--- config.mk ---
export PLATFORM = sky130hd
export DESIGN_NAME = neuron_argmax
export DESIGN_NICKNAME = d
export VERILOG_FILES = /design/src/rtl/neuron_argmax.sv
export SDC_FILE = /design/constraint.sdc
export NUM_CORES = 1
export LEC_CHECK = 0
export ABC_CLOCK_PERIOD_IN_PS = 2700
export CAP_MARGIN = 15
export CORE_ASPECT_RATIO = 1.5
export CORE_MARGIN = 3
export CORE_UTILIZATION = 49
export DETAILED_ROUTE_END_ITERATION = 12
export PLACE_DENSITY = 0.74
export SYNTH_ARGS = -nofsm -noshare
export SYNTH_HDL_FRONTEND = slang
export SYNTH_SLANG_ARGS = --single-unit
export TNS_END_PERCENT = 50
--- constraint.sdc ---
create_clock -name clk -period 2.7 [get_ports clk]
set_input_delay 0.81 -clock clk [delete_from_list [all_inputs] [get_ports clk]]
set_output_delay 0.81 -clock clk [all_outputs]
set_load 0.01 [all_outputs]
--- src/rtl/neuron_argmax.sv ---
`default_nettype none
// ============================================================================
//  Module   : neuron_argmax
//  Purpose  : Takes a stream of neuron sums, NUM_NEURONS per frame, from the
//             MAC/accumulate stage. Every sum is requantized to an 8-bit
//             activation. At the end of each frame the block reports the
//             index and value of the largest sum.
//  Options  : NEURON_ARGMAX_RELU_EN -- when defined, negative sums are
//             clamped to 0 before the compare and the requantize, and
//             act_out is unsigned (0..255). When undefined, the compare
//             is signed and act_out is signed (-128..127).
//  Revision : 1.0 - initial release
// ============================================================================
module neuron_argmax #(
    parameter int NUM_NEURONS = 10,
    parameter int P_WIDTH     = 22,
    parameter int SHIFT       = 8
) (
    input  logic                      clk,
    input  logic                      rst,        // asynchronous, active-low
    input  logic signed [P_WIDTH-1:0] p_in,
    input  logic                      p_valid,
    input  logic                      clear,
    output logic [7:0]                act_out,
    output logic                      act_valid,
    output logic [3:0]                digit,
    output logic signed [P_WIDTH-1:0] max_val,
    output logic                      done,
    output logic                      busy
);

    // Index of the final sum in a frame. The 4-bit index limits a frame to
    // 16 neurons, which matches the width of digit.
    localparam logic [3:0] c_LAST = 4'(NUM_NEURONS - 1);

`ifdef NEURON_ARGMAX_RELU_EN
    localparam logic signed [P_WIDTH-1:0] c_SAT_HI = P_WIDTH'(255);
`else
    localparam logic signed [P_WIDTH-1:0] c_SAT_HI = P_WIDTH'(127);
    localparam logic signed [P_WIDTH-1:0] c_SAT_LO = P_WIDTH'(-128);
`endif

    typedef enum logic [1:0] {
        S_IDLE  = 2'd0,
        S_ACCUM = 2'd1,
        S_DONE  = 2'd2
    } state_t;

    state_t                    r_state;
    logic [3:0]                r_idx;      // position of the next sum in the frame
    logic [3:0]                r_run_idx;  // index of the running maximum
    logic signed [P_WIDTH-1:0] r_run_max;  // running maximum

    logic                      w_accept;
    logic                      w_first;
    logic                      w_last;
    logic                      w_take;
    logic signed [P_WIDTH-1:0] w_cmp;
    logic signed [P_WIDTH-1:0] w_shifted;
    logic signed [P_WIDTH-1:0] w_new_max;
    logic [3:0]                w_new_idx;
    logic [7:0]                w_act;

    // Compare value, candidate running max/index, and saturated activation
    always_comb begin
        w_accept = p_valid & ~clear;    // clear beats a simultaneous sum
        w_first  = (r_idx == 4'd0);
        w_last   = (r_idx == c_LAST);
`ifdef NEURON_ARGMAX_RELU_EN
        w_cmp    = p_in[P_WIDTH-1] ? '0 : p_in;
`else
        w_cmp    = p_in;
`endif
        // Strictly greater only, so a tie keeps the earlier (lower) index
        w_take    = w_first || (w_cmp > r_run_max);
        w_new_max = w_take ? w_cmp : r_run_max;
        w_new_idx = w_take ? r_idx : r_run_idx;

        w_shifted = w_cmp >>> SHIFT;
`ifdef NEURON_ARGMAX_RELU_EN
        // With the clamp in front, w_shifted can never be negative
        if (w_shifted > c_SAT_HI) w_act = 8'hFF;
        else                      w_act = w_shifted[7:0];
`else
        if (w_shifted > c_SAT_HI)      w_act = 8'h7F;
        else if (w_shifted < c_SAT_LO) w_act = 8'h80;
        else                           w_act = w_shifted[7:0];
`endif
    end

    // Frame FSM, index counter, running argmax and registered outputs
    always_ff @(posedge clk or negedge rst) begin
        if (!rst) begin
            r_state   <= S_IDLE;
            r_idx     <= 4'd0;
            r_run_idx <= 4'd0;
            r_run_max <= '0;
            act_out   <= 8'd0;
            act_valid <= 1'b0;
            digit     <= 4'd0;
            max_val   <= '0;
            done      <= 1'b0;
            busy      <= 1'b0;
        end else if (clear) begin
            // Abort the partial frame. The last completed result is kept.
            r_state   <= S_IDLE;
            r_idx     <= 4'd0;
            r_run_idx <= 4'd0;
            r_run_max <= '0;
            act_valid <= 1'b0;
            done      <= 1'b0;
            busy      <= 1'b0;
        end else if (w_accept) begin
            act_out   <= w_act;
            act_valid <= 1'b1;
            r_run_max <= w_new_max;
            r_run_idx <= w_new_idx;
            if (w_last) begin
                r_state <= S_DONE;
                r_idx   <= 4'd0;
                digit   <= w_new_idx;
                max_val <= w_new_max;
                done    <= 1'b1;
                busy    <= 1'b0;
            end else begin
                r_state <= S_ACCUM;
                r_idx   <= r_idx + 4'd1;
                done    <= 1'b0;
                busy    <= 1'b1;
            end
        end else begin
            act_valid <= 1'b0;
            done      <= 1'b0;
            busy      <= (r_state == S_ACCUM);
            if (r_state == S_DONE) r_state <= S_IDLE;
        end
    end

endmodule
`default_nettype wire

# == Yosys cells after proc, flatten, opt, wreduce, memory -nomap -nowiden ==
# Index checks and enable logic that the tools add are counted.
# word_totals
regBits,69
inputBits,26
output_inout_bits,37
word_cells,48
# classes
add_sub_neg,1
order_cmp,3
eq_ne,3
muxes,23
bitwise_logic,2
reduce_logical,6
# op_table
cell,count
$mux 22,3
$mux 4,6
$gt 22x22->1,1
$mux 8,2
$gt 14x8->1 const B,1
$lt 14x8->1 const B,1
$mux 1,8
$mux 2,4
$add 4x1->4 const B,1
$eq 4x4->1 const B,1
$logic_not 4->1,1
$reduce_and 3->1,1
$reduce_bool 3->1,1
$eq 2x1->1 const B,1
$eq 2x2->1 const B,1
$reduce_and 2->1,1
$reduce_bool 2->1,1
$and 1x1->1,1
$logic_or 1x1->1,1
$not 1->1,1

# == Longest topological paths before layout ==
# logic_depth
ltp_word,5
mapped_depth,12
mapped_depth_nobuf,8

# == Worst setup path before layout ==
# OpenSTA, ideal clock, no wires.
# synth_path
path_kind,in2reg
startpoint,input port p_in[4]
endpoint,register r_run_max[0]
setup_time_ns,0.079
arrival_time_ns,2.837
required_ns,2.621
setup_slack_ns,-0.216
cell_stages,9
n_path_buf,2
path_cell_list,ha_1 > and4_1 > o21a_1 > o31a_2 > nor3_1 > o31a_1 > buf_6 > buf_6 > mux2i_1
# synth_via
elab_chain_cells,5
# synth_lines
item,line,rtl
start: declaration,21,"input logic signed [P_WIDTH-1:0] p_in,"
$gt 22x22->1,75,w_take = w_first || (w_cmp > r_run_max);
$logic_or 1x1->1,75,
$mux 22,76,w_new_max = w_take ? w_cmp : r_run_max;
$mux 22,113,end else if (w_accept) begin
$mux 22,104,end else if (clear) begin
end signal: assignment,116,r_run_max <= w_new_max;
end: declaration,52,logic signed [P_WIDTH-1:0] r_run_max;
# Every way passes these cells. The select of a mux whose other input is x is not followed.
# A chain may end at the register's enable or synchronous reset.

# == Worst setup path in the final report ==
# layout_path
startpoint,input port p_in[17]
endpoint,register r_run_max[5]
# Same word-level chain as after synthesis.

==> impl_metrics.tcl <==
set metrics [dict create \
    status "complete, but fails checks" \
    violations "negative setup slack" \
    worstMarginPinSlew_ns 0.607 \
    yosys-top-cells-count "dfrtp_1 (69), nand2b_1 (51), nor2_1 (36)" \
    core_region_area_sq_um 8010 \
    ios 63 \
    drc_errors 0 \
    yosys.area_share.simple_pct 21.5 \
    avgSynthCellArea_sq_um 9.24 \
    power_leakage_nw 2.45 \
    finalHoldViolCount 0 \
    yosys_warnings 0 \
    dieArea_sq_um 9410 \
    antenna_found_initial 0 \
    grt_overflow 0 \
    area_growth_pct 40.2 \
    gp_congestion 0.834 \
    worstPathRequired_ns 2.92 \
    yosysMostFrequentCell "dfrtp_1" \
    synth-main-ff-cell "dfrtp_1" \
    tns_ns -2.50 \
    nets 592 \
    muxShareOfSynthArea_pct 5.94 \
    cts_sinks 69 \
    clock_latency_ns 0.34 \
    synth_seq_cells 69 \
    fin_crit_ns 2.79 \
    grt_pass1_wl_um 18400 \
    netlist_instances 438 \
    viasPerCell 5.78 \
    place_hpwl_um 7410 \
    synth_xor_area_share_pct 0.216 \
    worst_slack_ns -0.0912 \
    num_rows 40 \
    start_util_pct 50.5 \
    rsz0062_at_grt "true" \
    grt_usage_pct 25.0 \
    cap_violations 0 \
    vias 3757 \
    synth-compound-area-share_pct 15.6 \
    synth_cell_types 41 \
    drtAntennaViolNets 0 \
    drt-pass1-iter-count 5 \
    portBuffers 62 \
    die_x_um 80.2 \
    max-vdd-ir-drop_mv 0.445 \
    synth_fp_nets 489 \
    worstSetupPathType "primary input to register" \
    synth_top_family_by_area "simple AND/OR/NAND/NOR gates" \
    clk_pin_slew_ns 0.05 \
    synthTopCellsByArea "dfrtp_1 (43%), nand2b_1 (7.9%), ha_1 (7.7%), mux2i_1 (5.9%), o31ai_1 (4.6%)" \
    hold_class "register to register" \
    cts_hold_buf 0 \
    worstHoldStart "r_state[0]" \
    slew_headroom_pct 59.5 \
    ys_seq_area_share_pct 42.7 \
    max_freq_mhz 358 \
    grt_max_degree 70 \
    cts_buffers 9 \
    wl_per_cell_um 17.4 \
    totalWireLength_um 11300 \
    finish.instance_area_sq_um 5680 \
    post-synth-top-area-fraction_pct 42.7 \
    async_flop_share_pct 100 \
    fin_crit_sh_pct 103 \
    netlist_area_sq_um 4050 \
    grt_pass1_vias 3838 \
    synth_enable_flop_cells 0 \
    crit_path_start_kind "primary input" \
    skew_ns 0.00801 \
    synth.largest_area_cell "dfrtp_1" \
    synth_fa_ha_area_share_pct 7.73 \
    end_kind "register" \
    drt_iter0_markers 303 \
    setup-violations-final 48 \
    path_max_fanout 7 \
    cts_tree "done" \
    drv_slew 0 \
    die_h_um 117 \
    p_per_area_nw_per_um2 543 \
    diodes 0 \
    drive_gt1_share_pct 20.7 \
    timing.rr.start "r_run_max[15]" \
    startpoint "p_in[17]" \
    h-tree-depth 3 \
    dpl_cell_area_sq_um 5150 \
    worstPathArrival_ns 3.01 \
    root_buffer "clkbuf_16" \
    clk_path_buf_depth 2 \
]
-- cell families (layout without fill, tap and decap cells) --
logic type	Yosys count	after routing
adders and majority gates	25	25
xor gates and xnor gates	1	1
AOI/OAI and AO/OA	96	96
DFF	69	69
muxes	24	24
buffers and inverters	61	168
and+or+nand+nor	162	162
-- what timing repair did --
action	CTS	global route
setup endpoints to repair	52	50
setup buffers	8	5
gates cloned	2	0
pin swaps	24	13
resized for setup	58	22
-- power by group --
part / leakage, nW / internal, mW / total [mW] / switching (mW)
Sequential: 0.912 / 1.11 / 1.16 / 0.0551
Clock: 0.139 / 0.690 / 1.11 / 0.422
Combinational: 1.40 / 0.379 / 0.806 / 0.427
-- worst paths after layout --
kind / end / slack, ns / cells after the start
max: r_run_max[5] / -0.09 / 11
min: busy / 0.47 / 2
max reg2reg: r_run_max[5] / 0 / 11
min reg2reg: busy / 0.47 / 2
max in group asynchronous: max_val[21] / 1.90 / 2
min in group asynchronous: act_out[3] / 0.48 / 2
-- metrics by stage --
stage          util [%]  setup WS (ns)  cells  hold WS [ns]  total power, mW
6_report           70.9        -0.0912    650         0.475             3.08
5_1_grt            70.9         -0.190    650         0.510             3.22
4_1_cts            70.2      0.0000999    646         0.478             3.07
3_5_place_dp       64.3         -0.722    621         0.466             1.90
3_3_place_gp       64.3         -0.625    621         0.460             1.88
2_1_floorplan         -        -0.0756    438         0.447             1.58
-- routing by layer --
metal,global-route usage (%),share of wire [%]
met1,29.4,39
met2,42.2,53
met3,4.99,4.6
met4,12.7,3.4
met5,0,0
-- cell type report --
class                   count  area, sq um
inverters                  29          109
fillers                   612         2330
clock buffers              14          274
multi-input cells         308         2290
well taps                 105          131
flip-flops and latches     69         1730
repair buffers            124         1140
clock inverters             1         5.00
-- state kept, by name, indices dropped and copies added, names as in the netlist --
| register | flops |
|---|---|
| act_out | 8 |
| r_run_max | 22 |
| r_state | 2 |
| act_valid | 1 |
| r_run_idx | 4 |
| max_val | 22 |
| r_idx | 4 |
| digit | 4 |
| done | 1 |
| busy | 1 |
-- layout by cell type (no fill, tap or decap), types with 3 or more instances in the layout --
| master | n |
|---|---|
| ha_1 | 11 |
| mux2i_1 | 21 |
| o31a_1 | 3 |
| o21a_1 | 3 |
| dlygate4sd2_1 | 7 |
| clkdlybuf4s50_1 | 39 |
| nand4_1 | 28 |
| buf_6 | 5 |
| ha_4 | 14 |
| o31ai_1 | 25 |
| clkbuf_8 | 3 |
| nand3_1 | 3 |
| nand2_1 | 28 |
| nor3_1 | 4 |
| clkdlybuf4s15_1 | 7 |
| buf_12 | 3 |
| o21ai_0 | 14 |
| buf_4 | 56 |
| dfrtp_1 | 69 |
| a21oi_1 | 12 |
| nand2b_1 | 51 |
| nor2_1 | 36 |
| inv_1 | 28 |
| a31oi_1 | 24 |
| clkbuf_16 | 9 |
| mux2i_2 | 3 |
-- critical path, stage by stage --
cell	delay, ns
buf_6	0.10
ha_4	0.26
nand4_1	0.18
buf_4	0.20
nor4_4	0.32
nand2_2	0.13
a31o_1	0.26
o31a_1	0.31
buf_6	0.15
buf_12	0.14
mux2i_2	0.14
(Power assumes the default switching activity.)
